===== src/rtl/store_queue_gen.sv =====
// Two-stage store queue: speculative FIFO feeding a commit FIFO
// that drains to the D$, with optional doubleword write-combining.
module store_queue_gen #(
  parameter int unsigned DEPTH_SPEC   = 4,
  parameter int unsigned DEPTH_COMMIT = 8,
  parameter bit          MERGE_EN     = 1'b1,
  localparam int SCW = $clog2(DEPTH_SPEC + 1),
  localparam int CCW = $clog2(DEPTH_COMMIT + 1)
) (
  input  logic           clk_i,
  input  logic           rst_ni,
  input  logic           flush_i,
  input  logic           valid_i,
  output logic           ready_o,
  input  logic [63:0]    paddr_i,
  input  logic [63:0]    data_i,
  input  logic [7:0]     be_i,
  input  logic [1:0]     data_size_i,
  input  logic           commit_i,
  output logic           commit_ready_o,
  input  logic [11:0]    page_offset_i,
  output logic           page_offset_matches_o,
  output logic           no_st_pending_o,
  output logic           req_o,
  input  logic           gnt_i,
  output logic [63:0]    addr_o,
  output logic [63:0]    wdata_o,
  output logic [7:0]     be_o,
  output logic [1:0]     size_o,
  output logic [SCW-1:0] spec_cnt_o,
  output logic [CCW-1:0] commit_cnt_o
);

  localparam int SPW = $clog2(DEPTH_SPEC);
  localparam int CPW = $clog2(DEPTH_COMMIT);

  logic [63:0]    s_addr_q [DEPTH_SPEC];
  logic [63:0]    s_data_q [DEPTH_SPEC];
  logic [7:0]     s_be_q   [DEPTH_SPEC];
  logic [1:0]     s_size_q [DEPTH_SPEC];
  logic [SPW-1:0] s_rptr_q, s_rptr_d;
  logic [SPW-1:0] s_wptr_q, s_wptr_d;
  logic [SCW-1:0] s_cnt_q, s_cnt_d;

  logic [63:0]    c_addr_q [DEPTH_COMMIT];
  logic [63:0]    c_data_q [DEPTH_COMMIT];
  logic [7:0]     c_be_q   [DEPTH_COMMIT];
  logic [1:0]     c_size_q [DEPTH_COMMIT];
  logic [CPW-1:0] c_rptr_q, c_rptr_d;
  logic [CPW-1:0] c_wptr_q, c_wptr_d;
  logic [CCW-1:0] c_cnt_q, c_cnt_d;

  logic           s_push, s_pop;
  logic           c_push, c_pop;
  logic           merge;
  logic [CPW-1:0] c_tail;

  logic           unused_po;
  assign unused_po = ^page_offset_i[2:0];

  assign ready_o         = s_cnt_q < SCW'(DEPTH_SPEC);
  assign commit_ready_o  = c_cnt_q < CCW'(DEPTH_COMMIT);
  assign req_o           = c_cnt_q != '0;
  assign no_st_pending_o = (s_cnt_q == '0) && (c_cnt_q == '0);
  assign spec_cnt_o      = s_cnt_q;
  assign commit_cnt_o    = c_cnt_q;

  assign addr_o  = req_o ? c_addr_q[c_rptr_q] : '0;
  assign wdata_o = req_o ? c_data_q[c_rptr_q] : '0;
  assign be_o    = req_o ? c_be_q[c_rptr_q]   : '0;
  assign size_o  = req_o ? c_size_q[c_rptr_q] : '0;

  // Handshake decode and next-state pointers/counts for both FIFOs.
  always_comb begin
    s_push = valid_i && ready_o && !flush_i;
    s_pop  = commit_i && (s_cnt_q != '0);
    c_tail = c_wptr_q - CPW'(1);
    merge  = MERGE_EN && s_pop
          && (c_cnt_q >= CCW'(2))
          && (c_addr_q[c_tail][63:3]
              == s_addr_q[s_rptr_q][63:3]);
    c_push = s_pop && !merge;
    c_pop  = req_o && gnt_i;

    s_rptr_d = s_rptr_q + SPW'(s_pop);
    s_wptr_d = s_wptr_q + SPW'(s_push);
    s_cnt_d  = s_cnt_q + SCW'(s_push)
             - SCW'(s_pop);
    if (flush_i) begin
      s_rptr_d = '0;
      s_wptr_d = '0;
      s_cnt_d  = '0;
    end

    c_rptr_d = c_rptr_q + CPW'(c_pop);
    c_wptr_d = c_wptr_q + CPW'(c_push);
    c_cnt_d  = c_cnt_q + CCW'(c_push)
             - CCW'(c_pop);
  end

  // Load hazard: any live store in either FIFO, or the incoming one.
  always_comb begin
    logic [SPW-1:0] soff;
    logic [CPW-1:0] coff;
    page_offset_matches_o = valid_i
      && (paddr_i[11:3] == page_offset_i[11:3]);
    for (int i = 0; i < int'(DEPTH_SPEC); i++) begin
      soff = SPW'(i) - s_rptr_q;
      if (({1'b0, soff} < s_cnt_q)
          && (s_addr_q[i][11:3] == page_offset_i[11:3]))
        page_offset_matches_o = 1'b1;
    end
    for (int i = 0; i < int'(DEPTH_COMMIT); i++) begin
      coff = CPW'(i) - c_rptr_q;
      if (({1'b0, coff} < c_cnt_q)
          && (c_addr_q[i][11:3] == page_offset_i[11:3]))
        page_offset_matches_o = 1'b1;
    end
  end

  // Speculative FIFO storage and pointers.
  always_ff @(posedge clk_i or negedge rst_ni) begin
    if (!rst_ni) begin
      for (int i = 0; i < int'(DEPTH_SPEC); i++) begin
        s_addr_q[i] <= '0;
        s_data_q[i] <= '0;
        s_be_q[i]   <= '0;
        s_size_q[i] <= '0;
      end
      s_rptr_q <= '0;
      s_wptr_q <= '0;
      s_cnt_q  <= '0;
    end else begin
      if (s_push) begin
        s_addr_q[s_wptr_q] <= paddr_i;
        s_data_q[s_wptr_q] <= data_i;
        s_be_q[s_wptr_q]   <= be_i;
        s_size_q[s_wptr_q] <= data_size_i;
      end
      s_rptr_q <= s_rptr_d;
      s_wptr_q <= s_wptr_d;
      s_cnt_q  <= s_cnt_d;
    end
  end

  // Commit FIFO: allocate or combine into the tail, drain from head.
  always_ff @(posedge clk_i or negedge rst_ni) begin
    if (!rst_ni) begin
      for (int i = 0; i < int'(DEPTH_COMMIT); i++) begin
        c_addr_q[i] <= '0;
        c_data_q[i] <= '0;
        c_be_q[i]   <= '0;
        c_size_q[i] <= '0;
      end
      c_rptr_q <= '0;
      c_wptr_q <= '0;
      c_cnt_q  <= '0;
    end else begin
      if (c_push) begin
        c_addr_q[c_wptr_q] <= s_addr_q[s_rptr_q];
        c_data_q[c_wptr_q] <= s_data_q[s_rptr_q];
        c_be_q[c_wptr_q]   <= s_be_q[s_rptr_q];
        c_size_q[c_wptr_q] <= s_size_q[s_rptr_q];
      end
      if (merge) begin
        for (int b = 0; b < 8; b++)
          if (s_be_q[s_rptr_q][b])
            c_data_q[c_tail][8*b +: 8]
              <= s_data_q[s_rptr_q][8*b +: 8];
        c_be_q[c_tail]   <= c_be_q[c_tail]
                          | s_be_q[s_rptr_q];
        c_size_q[c_tail] <= 2'd3;
      end
      c_rptr_q <= c_rptr_d;
      c_wptr_q <= c_wptr_d;
      c_cnt_q  <= c_cnt_d;
    end
  end

  a_commit_nonempty: assert property (
    @(posedge clk_i) disable iff (!rst_ni)
    commit_i |-> (s_cnt_q != '0));

  a_commit_room: assert property (
    @(posedge clk_i) disable iff (!rst_ni)
    c_push |-> (commit_ready_o || c_pop));

endmodule


===== config.mk =====
export PLATFORM = sky130hd
export DESIGN_NAME = store_queue_gen
export DESIGN_NICKNAME = d
export VERILOG_FILES = /design/src/rtl/store_queue_gen.sv
export SDC_FILE = /design/constraint.sdc
export NUM_CORES = 2
export LEC_CHECK = 0
export CAP_MARGIN = 15
export CORE_ASPECT_RATIO = 1.4
export CORE_MARGIN = 2
export CORE_UTILIZATION = 62
export CTS_BUF_LIST = sky130_fd_sc_hd__clkbuf_16
export DETAILED_ROUTE_END_ITERATION = 6
export GPL_TIMING_DRIVEN = 0
export PLACE_DENSITY = 0.88
export SLEW_MARGIN = 20
export SYNTH_ARGS = -nofsm -noshare
export SYNTH_HDL_FRONTEND = slang
export SYNTH_SLANG_ARGS = --single-unit

===== constraint.sdc =====
create_clock -name clk_i -period 5.7 [get_ports clk_i]
set_clock_uncertainty 0.1 [all_clocks]
set_input_delay 0.855 -clock clk_i [delete_from_list [all_inputs] [get_ports clk_i]]
set_output_delay 0.855 -clock clk_i [all_outputs]
set_load 0.02 [all_outputs]

# Word level (Yosys, flattened, before mapping)
# Cells that the tools add are included.
# classes
n_mux,119
n_reduce_logical,30
n_eq_ne,14
addsub,21
bitwise,7
order_cmp,23
# op_table
cell,count
$mux 512,17
$bwmux 512,10
$demux 64 s3,9
$mux 64,17
$bmux 64 s3,3
$bwmux 256,2
$bmux 64 s2,2
$bwmux 64,2
$demux 64 s2,1
$eq 9x9->1,13
$mux 8,11
$eq 61x61->1,1
$mux 56,1
$bmux 8 s3,2
$demux 8 s3,2
$mux 16,3
$mux 48,1
$mux 40,1
$bwmux 32,1
$lt 3x4->1,8
$mux 32,1
$logic_and 1x1->1,24
$mux 24,1
$mux 2,10
38 further kinds,71
# word_totals
ff_bits,1673
elab_cells,268
output_inout_bits,150
input_bits,156

# Longest topological paths before layout
# depth
depth_word,34
depth_mapped,25
ltp_nobuf,17

# Least setup slack after synthesis
# OpenSTA, ideal clock, no wires.
# synth_path
path_kind,reg2reg
from,register c_wptr_q[0]
to,register c_data_q[480] (netlist bit)
t_arrival_ps,4998
required_time_ps,5475
stages_incl_launch_ff,19
path_slack_ps,477
path_buffers,7
cell_sequence,dfrtp_1 buf_4 buf_6 buf_4 inv_2 clkbuf_1 ha_1 inv_1 buf_2 clkbuf_1 mux4_2 xnor2_1 or4b_1 nor4_1 nand4_1 or4_1 buf_6 o21ai_4 mux2_4
# synth_between
elab_chain_cells,34
elab_cells_between_ends,53
classes_between,add/sub (1); order compare (4); eq/ne (1); mux (40); bitwise (2); reduce/logical (5)
# synth_lines
item,line_no,rtl
"start, declared",50,"logic [CPW-1:0] c_wptr_q, c_wptr_d;"
"start signal, assigned",175,c_wptr_q <= c_wptr_d;
$sub 3x1->3,77,c_tail = c_wptr_q - CPW'(1);
$not 3->4 (not written as such),"80, 168",
$bmux 64 s3,80,&& (c_addr_q[c_tail][63:3]
$mux 64 (not written as such) (2 in a row),80,
$eq 61x61->1,81,== s_addr_q[s_rptr_q][63:3]);
$logic_and 1x1->1,80,
$logic_not 1->1,82,c_push = s_pop && !merge;
$logic_and 1x1->1,82,
(+17 left out),n/a,
$mux 512,167,if (s_be_q[s_rptr_q][b])
$mux 512,165,if (merge) begin
$bwmux 512,168,c_data_q[c_tail][8*b +: 8]
$mux 512,167,
$mux 512,165,
$bwmux 512,168,
$mux 512,167,
$mux 512 (*),165,
"end signal, assigned by index",161,c_data_q[c_wptr_q] <= s_data_q[s_rptr_q];
"end, declared",46,logic [63:0] c_data_q [DEPTH_COMMIT];
# Mark *: on every way between the ends. The rest lies on a longest branch, timed or not. The select of a mux whose other input is x is not followed.
# A chain may end at the register's enable or synchronous reset.

# Final worst setup path
# layout_path
from,register c_rptr_q[2]
to,output port wdata_o[1]
# layout_between
elab_chain_cells,5
# layout_lines
item,line_no,rtl
"start, declared",49,"logic [CPW-1:0] c_rptr_q, c_rptr_d;"
"start signal, assigned",174,c_rptr_q <= c_rptr_d;
$not 3->4 (not written as such),69,assign wdata_o = req_o ? c_data_q[c_rptr_q] : '0;
$bmux 64 s3,69,
$mux 64 (not written as such) (2 in a row),69,
$mux 64,69,
"end, declared",27,"output logic [63:0] wdata_o,"
# No other way between the ends. The select of a mux whose other input is x is not followed.

==> flow_metrics.tcl <==
set metrics [dict create \
    cp.required_ps 4740 \
    critPathKind "reg -> out" \
    final-seq-area_mm2 0.0419 \
    yosys_warnings 0 \
    maxCapViolCount 0 \
    crit_chain "buf_2 -> clkbuf_4 -> clkbuf_2 -> clkbuf_2 -> mux4_2 -> nand2_1 -> a21oi_2 -> clkdlybuf4s50_1" \
    hold_viol 0 \
    use_met2_pct 71.8 \
    first_global_vias 66800 \
    cts-htree-levels 4 \
    status "finished, violations left" \
    root_buffer "clkbuf_16" \
    start_util_pct 62.5 \
    cts_tree "yes" \
    path_delay_family "buffers and inverters" \
    ios 306 \
    cts_buffer_depth 3 \
    grt_use_met1_pct 51.4 \
    ys_types 66 \
    start_kind "flip-flop" \
    intPower_uw 37000 \
    gr-total-overflow 0 \
    power.density_mw_per_mm2 715 \
    antenna_found_initial 31 \
    wl_mm 325 \
    track_usage_pct 47.7 \
    min_period_ps 6200 \
    path_max_fanout 10 \
    clk_latency_ps 860 \
    cp-end-kind "output port" \
    placed_cell_area_mm2 0.0876 \
    postRouteAntennaNets 0 \
    num_rows 157 \
    die_w_um 311 \
    layout_setup_ws_ps -499 \
    violations "design-rule violations, negative setup slack" \
    yosys_register_bits 1673 \
    clk_pin_slew_ps 70 \
    grt_max_degree 155 \
    setup_tns_ps -7280 \
    tightest_slew_ps 1340 \
    dpl.hpwl_mm 203 \
    clockPowerShare_pct 15.9 \
    synth-edff-count 0 \
    p_leak_uw 0.0423 \
    dp_cells 8476 \
    synth_top_flop_cell "dfrtp_1" \
    worstPathArrival_ps 5240 \
    routed-via-count 64600 \
    synthesis.area_mm2 0.0818 \
    power_frac_comb_pct 53.7 \
    cts_inserted_buffers 158 \
    crit_top_cell "clkbuf_2" \
    holdWs_ps 392 \
    rsz0062_at_grt "true" \
    use_met3_pct 17.7 \
    max_stage_delay_ps 740 \
    final_cells 8873 \
    port_buffers 293 \
    ys_seq_area_share_pct 51.2 \
    die_area_mm2 0.135 \
    final_area_mm2 0.0955 \
    final.period_utilization_pct 109 \
    fp.dieH_um 434 \
    firstDrtPassIters 7 \
    syn_area_per_cell_um2 12.8 \
    postSynth.asyncResetShare_pct 100 \
    drive_gt1_share_pct 32.5 \
    p_sw_uw 31200 \
    area_delta_synth_final_pct 16.7 \
    gp_congestion 1.04 \
    cts_sinks 1673 \
    hp-class "in -> async" \
    grt_pass1_wl_mm 461 \
    syn_inst 6414 \
    ir_worst_vdd_mv 0.583 \
    grt.busiest_layer "met2" \
    nFillCells 8126 \
    drtIter0Drc 9520 \
    utilization_pct 73.0 \
    syn_nets 6604 \
    relSlewSlack_pct 10.0 \
    path_buf_inv 5 \
    max_freq_mhz 161 \
    layout.nets 7175 \
    seqPwrFrac_pct 30.4 \
    slew_violations 0 \
    netSwitchingFraction_pct 45.8 \
    core_region_area_mm2 0.131 \
    routedWlPerCell_um 36.6 \
    critical-path-slowest-cell "clkdlybuf4s50_1" \
    viasPerCell 7.28 \
    multiInputGateArea_mm2 0.0387 \
    setup-violations-final 126 \
    drc_errors 73 \
]
==> cell usage after synthesis, types with 5 or more instances <==
cell type / number / area share [%]
nand2_1: 989 / 4.5
nor4_1: 23 / 0.18
or3_1: 32 / 0.24
o21ai_2: 32 / 0.34
and4_1: 5 / 0.054
clkbuf_1: 280 / 1.3
mux2_4: 24 / 0.44
nor2b_1: 16 / 0.12
buf_2: 60 / 0.37
xnor2_1: 101 / 1.1
a21oi_1: 159 / 0.97
o21ai_4: 32 / 0.64
buf_4: 18 / 0.17
o21ai_0: 524 / 3.2
and3_1: 40 / 0.31
dfrtp_1: 1673 / 51
buf_6: 12 / 0.17
o21a_1: 10 / 0.092
mux2i_1: 259 / 3.2
ha_1: 32 / 0.49
inv_1: 27 / 0.12
a2111oi_0: 6 / 0.064
nor3_1: 15 / 0.092
buf_1: 80 / 0.37
mux2_1: 29 / 0.40
a21o_1: 6 / 0.055
nor2_1: 93 / 0.43
mux2_2: 1083 / 15
xor2_1: 79 / 0.85
mux4_2: 428 / 12
o21ai_1: 54 / 0.33
nand3_1: 81 / 0.50
or4_1: 6 / 0.055
nand4_1: 43 / 0.33
==> layout make-up <==
cell class	instances	share of cell area, %
flip-flops and latches	1673	43.8
multi-input cells	4263	40.6
repair buffers	413	5.06
clock buffers	159	4.17
plain buffers	448	2.78
well taps	1749	2.29
clock inverters	123	1.09
inverters	28	0.138
diodes	17	0.0446
==> kinds of logic (layout without fill, tap and decap cells) <==
family | count (synthesis) | count (layout) | share of synthesized area (%)
AOI/OAI and AO/OA | 856 | 856 | 6.03
xor gates and xnor gates | 181 | 181 | 1.96
adders and majority gates | 34 | 34 | 0.538
buffers and inverters | 478 | 1171 | 2.48
DFF | 1673 | 1673 | 51.2
muxes | 1823 | 1823 | 30.7
other | 0 | 17 | 0
and+or+nand+nor | 1369 | 1369 | 7.12
==> power by group through the flow <==
stage,sequential (uW),combinational [uW],clock (uW)
after global routing,21000,37300,11100
after global placement,20100,31300,0
after detailed placement,20200,32400,0
after floorplan,18900,20000,0
after CTS,20200,34000,10600
final,20800,36700,10800
==> worst paths after layout <==
kind	start	endpoint	slack, ps	cells after the start
max reg2reg	c_wptr_q[0]	c_data_q[267]	-90	20
min reg2reg	c_data_q[322]	c_data_q[322]	390	1
min in group clk_i	c_data_q[322]	c_data_q[322]	390	1
max in group asynchronous	rst_ni	s_addr_q[216]	740	9
min	rst_ni	s_data_q[246]	390	2
max	c_rptr_q[2]	wdata_o[1]	-500	8
==> metal layers <==
metal | vias to the layer above | wire, um
li1 | 24300 | -
met1 | 32000 | 97800
met2 | 5866 | 144000
met3 | 2268 | 42000
met4 | 34 | 40900
met5 | - | 256
==> flip-flops by register name (all words and copies together) (netlist names) <==
signal        cells
c_data_q        512
c_rptr_q          3
c_be_q           64
s_data_q        256
commit_cnt_o      4
c_wptr_q          3
c_addr_q        512
s_size_q          8
c_size_q         16
s_wptr_q          2
spec_cnt_o        3
s_rptr_q          2
s_be_q           32
s_addr_q        256
==> cell usage in the layout (no fill, tap or decap), drive strengths merged, types with 5 or more instances in the layout <==
master / count
mux2: 1136
xnor2: 101
a2111oi: 6
inv: 66
clkbuf: 451
nor2: 93
buf: 274
nor4: 23
dfrtp: 1673
and3: 40
ha: 32
diode: 17
nand3: 81
clkinv: 64
nand4: 47
mux2i: 259
bufinv: 15
and4: 5
or4: 6
clkdlybuf4s50: 291
o21ai: 642
or3: 32
nor3: 15
a21oi: 159
nand2: 989
o21a: 10
mux4: 428
xor2: 80
clkinvlp: 6
a21o: 6
nor2b: 16
==> metrics by stage <==
| step | worst slack, ps | power, uW |
|---|---|---|
| floorplan | 477 | 38900 |
| global placement | -68700 | 51400 |
| detailed placement | -3200 | 52600 |
| CTS | -104 | 64800 |
| global route | -341 | 69500 |
| finish | -499 | 68300 |
==> worst register-to-register path, cell delays in order (launching register included) <==
cell       delay [ps]
dfrtp_1           370
buf_4             190
buf_16            180
clkinv_16         140
clkbuf_8          220
ha_4              220
xnor2_4           340
buf_4             420
buf_2             450
nand2_1           100
nand3_1            90
nand4_1           160
xor2_2            240
nor4b_1           510
nand4_1           150
buf_4             190
or4_1             590
buf_12            220
o21ai_4           280
buf_12            200
mux2_4            330
==> timing repair <==
item                                    4_1_cts  5_1_grt
gates resized for setup                     328      118
endpoints found under the setup margin     1250      864
hold buffers                                  1        0
buffers inserted                             82       15
pin swaps                                    64        7
gates cloned                                  0        1
endpoints found under the hold margin        44        0
Note: power is estimated with default switching activity, not from simulation.
